[src/rtl/fp_mul_exc_pipe.sv]
// Two-stage exception/special-result pipeline for the FP multiplier.
// Optional sticky status register enabled by defining FP_MUL_EXC_STICKY_EN.
module fp_mul_exc_pipe #(
   parameter int EXP_W = 8,
   parameter int MAN_W = 23,
   parameter int SH_W  = 5
) (
   input  logic                     clk,
   input  logic                     rst,
   input  logic                     in_valid,
   output logic                     in_ready,
   input  logic                     sx,
   input  logic                     sy,
   input  logic [EXP_W-1:0]         Ex,
   input  logic [EXP_W-1:0]         Ey,
   input  logic [EXP_W-1:0]         Ez,
   input  logic [MAN_W-1:0]         Mx,
   input  logic [MAN_W-1:0]         My,
   input  logic [MAN_W-1:0]         Mz,
   input  logic [SH_W-1:0]          required_shift,
   output logic                     out_valid,
   input  logic                     out_ready,
   output logic                     invalid_flag,
   output logic                     overflow_flag,
   output logic                     underflow_flag,
   output logic                     zero_flag,
   output logic [EXP_W-1:0]         exp_adj,
   output logic                     res_special,
   output logic [EXP_W+MAN_W:0]     res_bits,
   input  logic                     flags_clr,
   output logic [3:0]               sticky_flags
);

   logic v1, v2;
   logic s1_adv, s2_adv;

   assign s2_adv    = !v2 || out_ready;
   assign s1_adv    = !v1 || s2_adv;
   assign in_ready  = s1_adv;
   assign out_valid = v2;

   // operand classification
   logic x_zero, x_inf, x_nan, y_zero, y_inf, y_nan, z_ovf;
   logic             borrow_c;
   logic [EXP_W-1:0] exp_adj_c;

   assign x_zero = (~|Ex) && (~|Mx);
   assign x_inf  = (&Ex)  && (~|Mx);
   assign x_nan  = (&Ex)  && (|Mx);
   assign y_zero = (~|Ey) && (~|My);
   assign y_inf  = (&Ey)  && (~|My);
   assign y_nan  = (&Ey)  && (|My);
   assign z_ovf  = (&Ez)  && (~|Mz);
   assign {borrow_c, exp_adj_c} = {1'b0, Ez} - {{(EXP_W+1-SH_W){1'b0}}, required_shift};

   logic             xz_q, xi_q, xn_q, yz_q, yi_q, yn_q, zovf_q, sign_q, borrow_q;
   logic [EXP_W-1:0] exp_adj1_q;

   always_ff @(posedge clk) begin
      if (rst) begin
         v1         <= 1'b0;
         xz_q       <= 1'b0;
         xi_q       <= 1'b0;
         xn_q       <= 1'b0;
         yz_q       <= 1'b0;
         yi_q       <= 1'b0;
         yn_q       <= 1'b0;
         zovf_q     <= 1'b0;
         sign_q     <= 1'b0;
         borrow_q   <= 1'b0;
         exp_adj1_q <= '0;
      end else if (s1_adv) begin
         v1 <= in_valid;
         if (in_valid) begin
            xz_q       <= x_zero;
            xi_q       <= x_inf;
            xn_q       <= x_nan;
            yz_q       <= y_zero;
            yi_q       <= y_inf;
            yn_q       <= y_nan;
            zovf_q     <= z_ovf;
            sign_q     <= sx ^ sy;
            borrow_q   <= borrow_c;
            exp_adj1_q <= exp_adj_c;
         end
      end
   end

   // prioritised flags: invalid > overflow > zero > underflow
   logic                 inv_c, ovf_c, zero_c, unf_c;
   logic [EXP_W+MAN_W:0] res_bits_c;

   always_comb begin
      inv_c      = (xz_q && yi_q) || (xi_q && yz_q) || xn_q || yn_q;
      ovf_c      = !inv_c && (xi_q || yi_q || zovf_q);
      zero_c     = !inv_c && !ovf_c && (xz_q || yz_q);
      unf_c      = borrow_q && !inv_c && !ovf_c && !zero_c;
      res_bits_c = '0;
      if (inv_c)
         res_bits_c = {1'b0, {EXP_W{1'b1}}, 1'b1, {(MAN_W-1){1'b0}}};
      else if (ovf_c)
         res_bits_c = {sign_q, {EXP_W{1'b1}}, {MAN_W{1'b0}}};
      else if (zero_c)
         res_bits_c = {sign_q, {(EXP_W+MAN_W){1'b0}}};
   end

   always_ff @(posedge clk) begin
      if (rst) begin
         v2             <= 1'b0;
         invalid_flag   <= 1'b0;
         overflow_flag  <= 1'b0;
         underflow_flag <= 1'b0;
         zero_flag      <= 1'b0;
         exp_adj        <= '0;
         res_special    <= 1'b0;
         res_bits       <= '0;
      end else if (s2_adv) begin
         v2 <= v1;
         if (v1) begin
            invalid_flag   <= inv_c;
            overflow_flag  <= ovf_c;
            underflow_flag <= unf_c;
            zero_flag      <= zero_c;
            exp_adj        <= exp_adj1_q;
            res_special    <= inv_c || ovf_c || zero_c;
            res_bits       <= res_bits_c;
         end
      end
   end

`ifdef FP_MUL_EXC_STICKY_EN
   logic       xfer;
   logic [3:0] cur_flags;

   assign xfer      = out_valid && out_ready;
   assign cur_flags = {invalid_flag, overflow_flag, underflow_flag, zero_flag};

   // a transfer coinciding with a clear leaves only the new event
   always_ff @(posedge clk) begin
      if (rst)
         sticky_flags <= 4'b0;
      else if (xfer && flags_clr)
         sticky_flags <= cur_flags;
      else if (xfer)
         sticky_flags <= sticky_flags | cur_flags;
      else if (flags_clr)
         sticky_flags <= 4'b0;
   end
`else
   logic flags_clr_unused;
   assign flags_clr_unused = flags_clr;
   assign sticky_flags     = 4'b0;
`endif

endmodule

[config.mk]
export PLATFORM = sky130hd
export DESIGN_NAME = fp_mul_exc_pipe
export DESIGN_NICKNAME = d
export VERILOG_FILES = /design/src/rtl/fp_mul_exc_pipe.sv
export SDC_FILE = /design/constraint.sdc
export NUM_CORES = 1
export LEC_CHECK = 0
export BUFFER_PORTS_ARGS = -buffer_cell sky130_fd_sc_hd__buf_2
export CAP_MARGIN = 20
export CORE_MARGIN = 2
export CORE_UTILIZATION = 36
export CTS_CLUSTER_DIAMETER = 150
export DETAILED_ROUTE_END_ITERATION = 16
export PLACE_DENSITY = 0.77
export RECOVER_POWER = 25
export SLEW_MARGIN = 10
export SYNTH_ARGS = -nofsm -noshare
export SYNTH_HDL_FRONTEND = slang
export SYNTH_SLANG_ARGS = --single-unit
[constraint.sdc]
create_clock -name clk -period 2 [get_ports clk]
set_input_delay 0.4 -clock clk [delete_from_list [all_inputs] [get_ports clk]]
set_output_delay 0.4 -clock clk [all_outputs]
set_load 0.02 [all_outputs]
==> metrics.txt <==
fin crit period 1.80 ns; final setup fails 0; drt wl/cell ~12 µm; clock transition at the registers of the reported paths about 0.060 ns; YS warnings 0; die height 78.5 µm; WP data arrival 1.99 ns; CORE AREA 5440 µm²; Die W about 78 µm; Initial DRC Count 86; most frequent cells in the layout buf_2 (118), dfxtp_1 (34), nand2_1 (30), conb_1 (26), nor4_1 (18); Max Root-Sink Buffers 2; post-DP HPWL about 4.4 mm; Worst VDD drop approximately 0.34 mV; total gr overflow 0; pin count of the biggest net entering global routing 25; filler cell count roughly 570; HP Class input port to flop; Worst Setup SP Ez[1]; asr flop ratio synth 0%; Worst Path Max Fanout 4; Hold-fix buffers, CTS 0; post-cts resize count 0; crit start category input port; actual slew at the worst max-slew pin between 0.9 and 1 ns; router iterations before antenna repair 4; FF-to-FF setup slack 0.46 ns; top_reg_cell synth dfxtp_1; die area about 6000 µm²; layout cells sized above 1 approximately 36%; R2R depth 4; Worst Hold End v1; EDFF count, synth 0; area delta synth->final 34.0%; drt via density 4.76; worst clock skew ~0.0034 ns; Pleak 1.26 nW; Mapped Cells 248; clk_lat worst skew 0.28 ns; hold path depth 3; post-synthesis area per instance between 8 and 9 µm²; number of global-route vias before repair approximately 2000; Inserted Diodes 0; Critical Path RT 2.19 ns; Yosys reg bits 34; power per standard cell area between 500 and 600 nW/µm²; CTS buffer count 5; global-route wire length before repair 8.42 mm; PortBufs between 100 and 150; initial antenna violation count 0; Tcrit/Tclk final between 90% and 100%; gpl congestion approximately 0.89; fin nets just under 500; relative slew slack a little under two fifths; RSZ-0062 raised after global routing false; Max Freq roughly 0.55 GHz; max cap viols 0; IO Pins roughly 160; Crit. End Element flop; Post-Place Cells 440; Root Buffer Master clkbuf_8; overall global routing resource usage ~17%; final hold vios 0; Slew Limit Fails 0; TritonCTS clock tree done; CTS sink count 34; post-synthesis sequential area ratio between 30% and 40%; drt drc 0; HP Start in_valid; Post-Syn Area between 1500 and 2000 µm²; antenna viol nets, final 0; FP Rows 27; status completed; commonest non-fill, non-tap cell in the layout buf_2; drt total wl between 5 and 6 mm; Final Util 49.2%; post-CTS setup buffer count 0; crit path kind input port to flop; synth unique cells just over 40; Initial Util approximately 37%; fin cells approximately 450; RR Startpoint xz_q; worst r2r dst zero_flag; via count 2131; CTS H-Tree Depth 2
[flip-flops by register name, summed over array words and instances, names as in the netlist]
signal          cells
exp_adj1_q          8
xi_q                1
res_bits            3
yz_q                1
xn_q                1
yi_q                1
zero_flag           1
yn_q                1
underflow_flag      1
xz_q                1
zovf_q              1
overflow_flag       1
borrow_q            1
out_valid           1
exp_adj             8
res_special         1
sign_q              1
v1                  1
[cell usage after synthesis (all sizes together), types with 2 or more instances]
library cell	instances	area, µm²
a211oi	5	37.5
nand2	30	113
clkbuf	4	15.0
and4	4	35.0
xnor2	2	17.5
dfxtp	34	681
nor2b	3	26.3
a21oi	17	85.1
ha	5	62.6
o2bb2ai	2	17.5
a32o	2	20.0
nor3	6	30.0
o31ai	6	45.0
or3	3	18.8
o21ai	2	10.0
nor2	16	60.1
and2	2	12.5
buf	38	273
nand4	6	37.5
nand3	10	50.1
nor4	18	113
a311oi	3	26.3
inv	10	37.5
or4	6	45.0
[per-layer routing]
| layer | track usage (%) | part of all wire [%] | up-vias |
|---|---|---|---|
| li1 | - | - | 1101 |
| met1 | 19.9 | 41 | 920 |
| met2 | 30.3 | 50 | 104 |
| met3 | 3.33 | 8.0 | 6 |
| met4 | 6.49 | 1.6 | 0 |
| met5 | 0 | 0 | - |
[power breakdown]
part,switching (mW),internal [mW]
combinational,0.209,0.156
clock,0.234,0.277
sequential,0.0171,0.706
[stage by stage]
stage | power, mW | hold WS, ns | instance area [µm²] | setup slack, ns | setup TNS (ns)
3_3_place_gp | 1.09 | 0.442 | 2600 | -0.0177 | -0.0177
2_1_floorplan | 0.982 | 0.432 | 2090 | 0.106 | 0
4_1_cts | 1.62 | 0.393 | 2690 | 0.215 | 0
5_1_grt | 1.68 | 0.407 | 2680 | 0.0743 | 0
6_report | 1.60 | 0.399 | 2680 | 0.197 | 0
3_5_place_dp | 1.10 | 0.445 | 2600 | -0.0754 | -0.208
[cells by family after synthesis]
logic type / Yosys count / share of synthesized area (%)
adder cells (fa/ha/maj): 6 / 4.14
flip-flops: 34 / 34.1
XOR/XNOR: 2 / 0.877
buffers and inverters: 52 / 16.3
AND/OR/NAND/NOR: 109 / 29.0
other: 1 / 0.188
AO/OA/AOI/OAI: 44 / 15.4
[worst max-delay path, cell delays in order]
cell	delay (ns)
buf_2	0.12
ha_1	0.31
nor2b_4	0.13
o2111a_2	0.27
or4_1	0.48
a311oi_1	0.28
[cell type report]
type | count | area (µm²) | area share (%)
multi-input combinational | 187 | 1080 | 40.5
sequential | 34 | 681 | 25.4
timing repair buffer | 137 | 692 | 25.9
clock buffer | 7 | 86.3 | 3.23
tap | 72 | 90.1 | 3.37
clock inverter | 1 | 5.00 | 0.187
inverter | 10 | 37.5 | 1.40
[worst max path at each step]
stage	endpoint	slack [ns]	cells after the start
CTS	exp_adj1_q[5]	0.21	6
global placement	exp_adj1_q[7]	-0.02	6
detailed placement	exp_adj1_q[5]	-0.08	6
floorplan	exp_adj1_q[6]	0.11	7
finish	exp_adj1_q[5]	0.20	6
global route	exp_adj1_q[6]	0.07	8
Note: power is estimated with default switching activity, not from simulation.
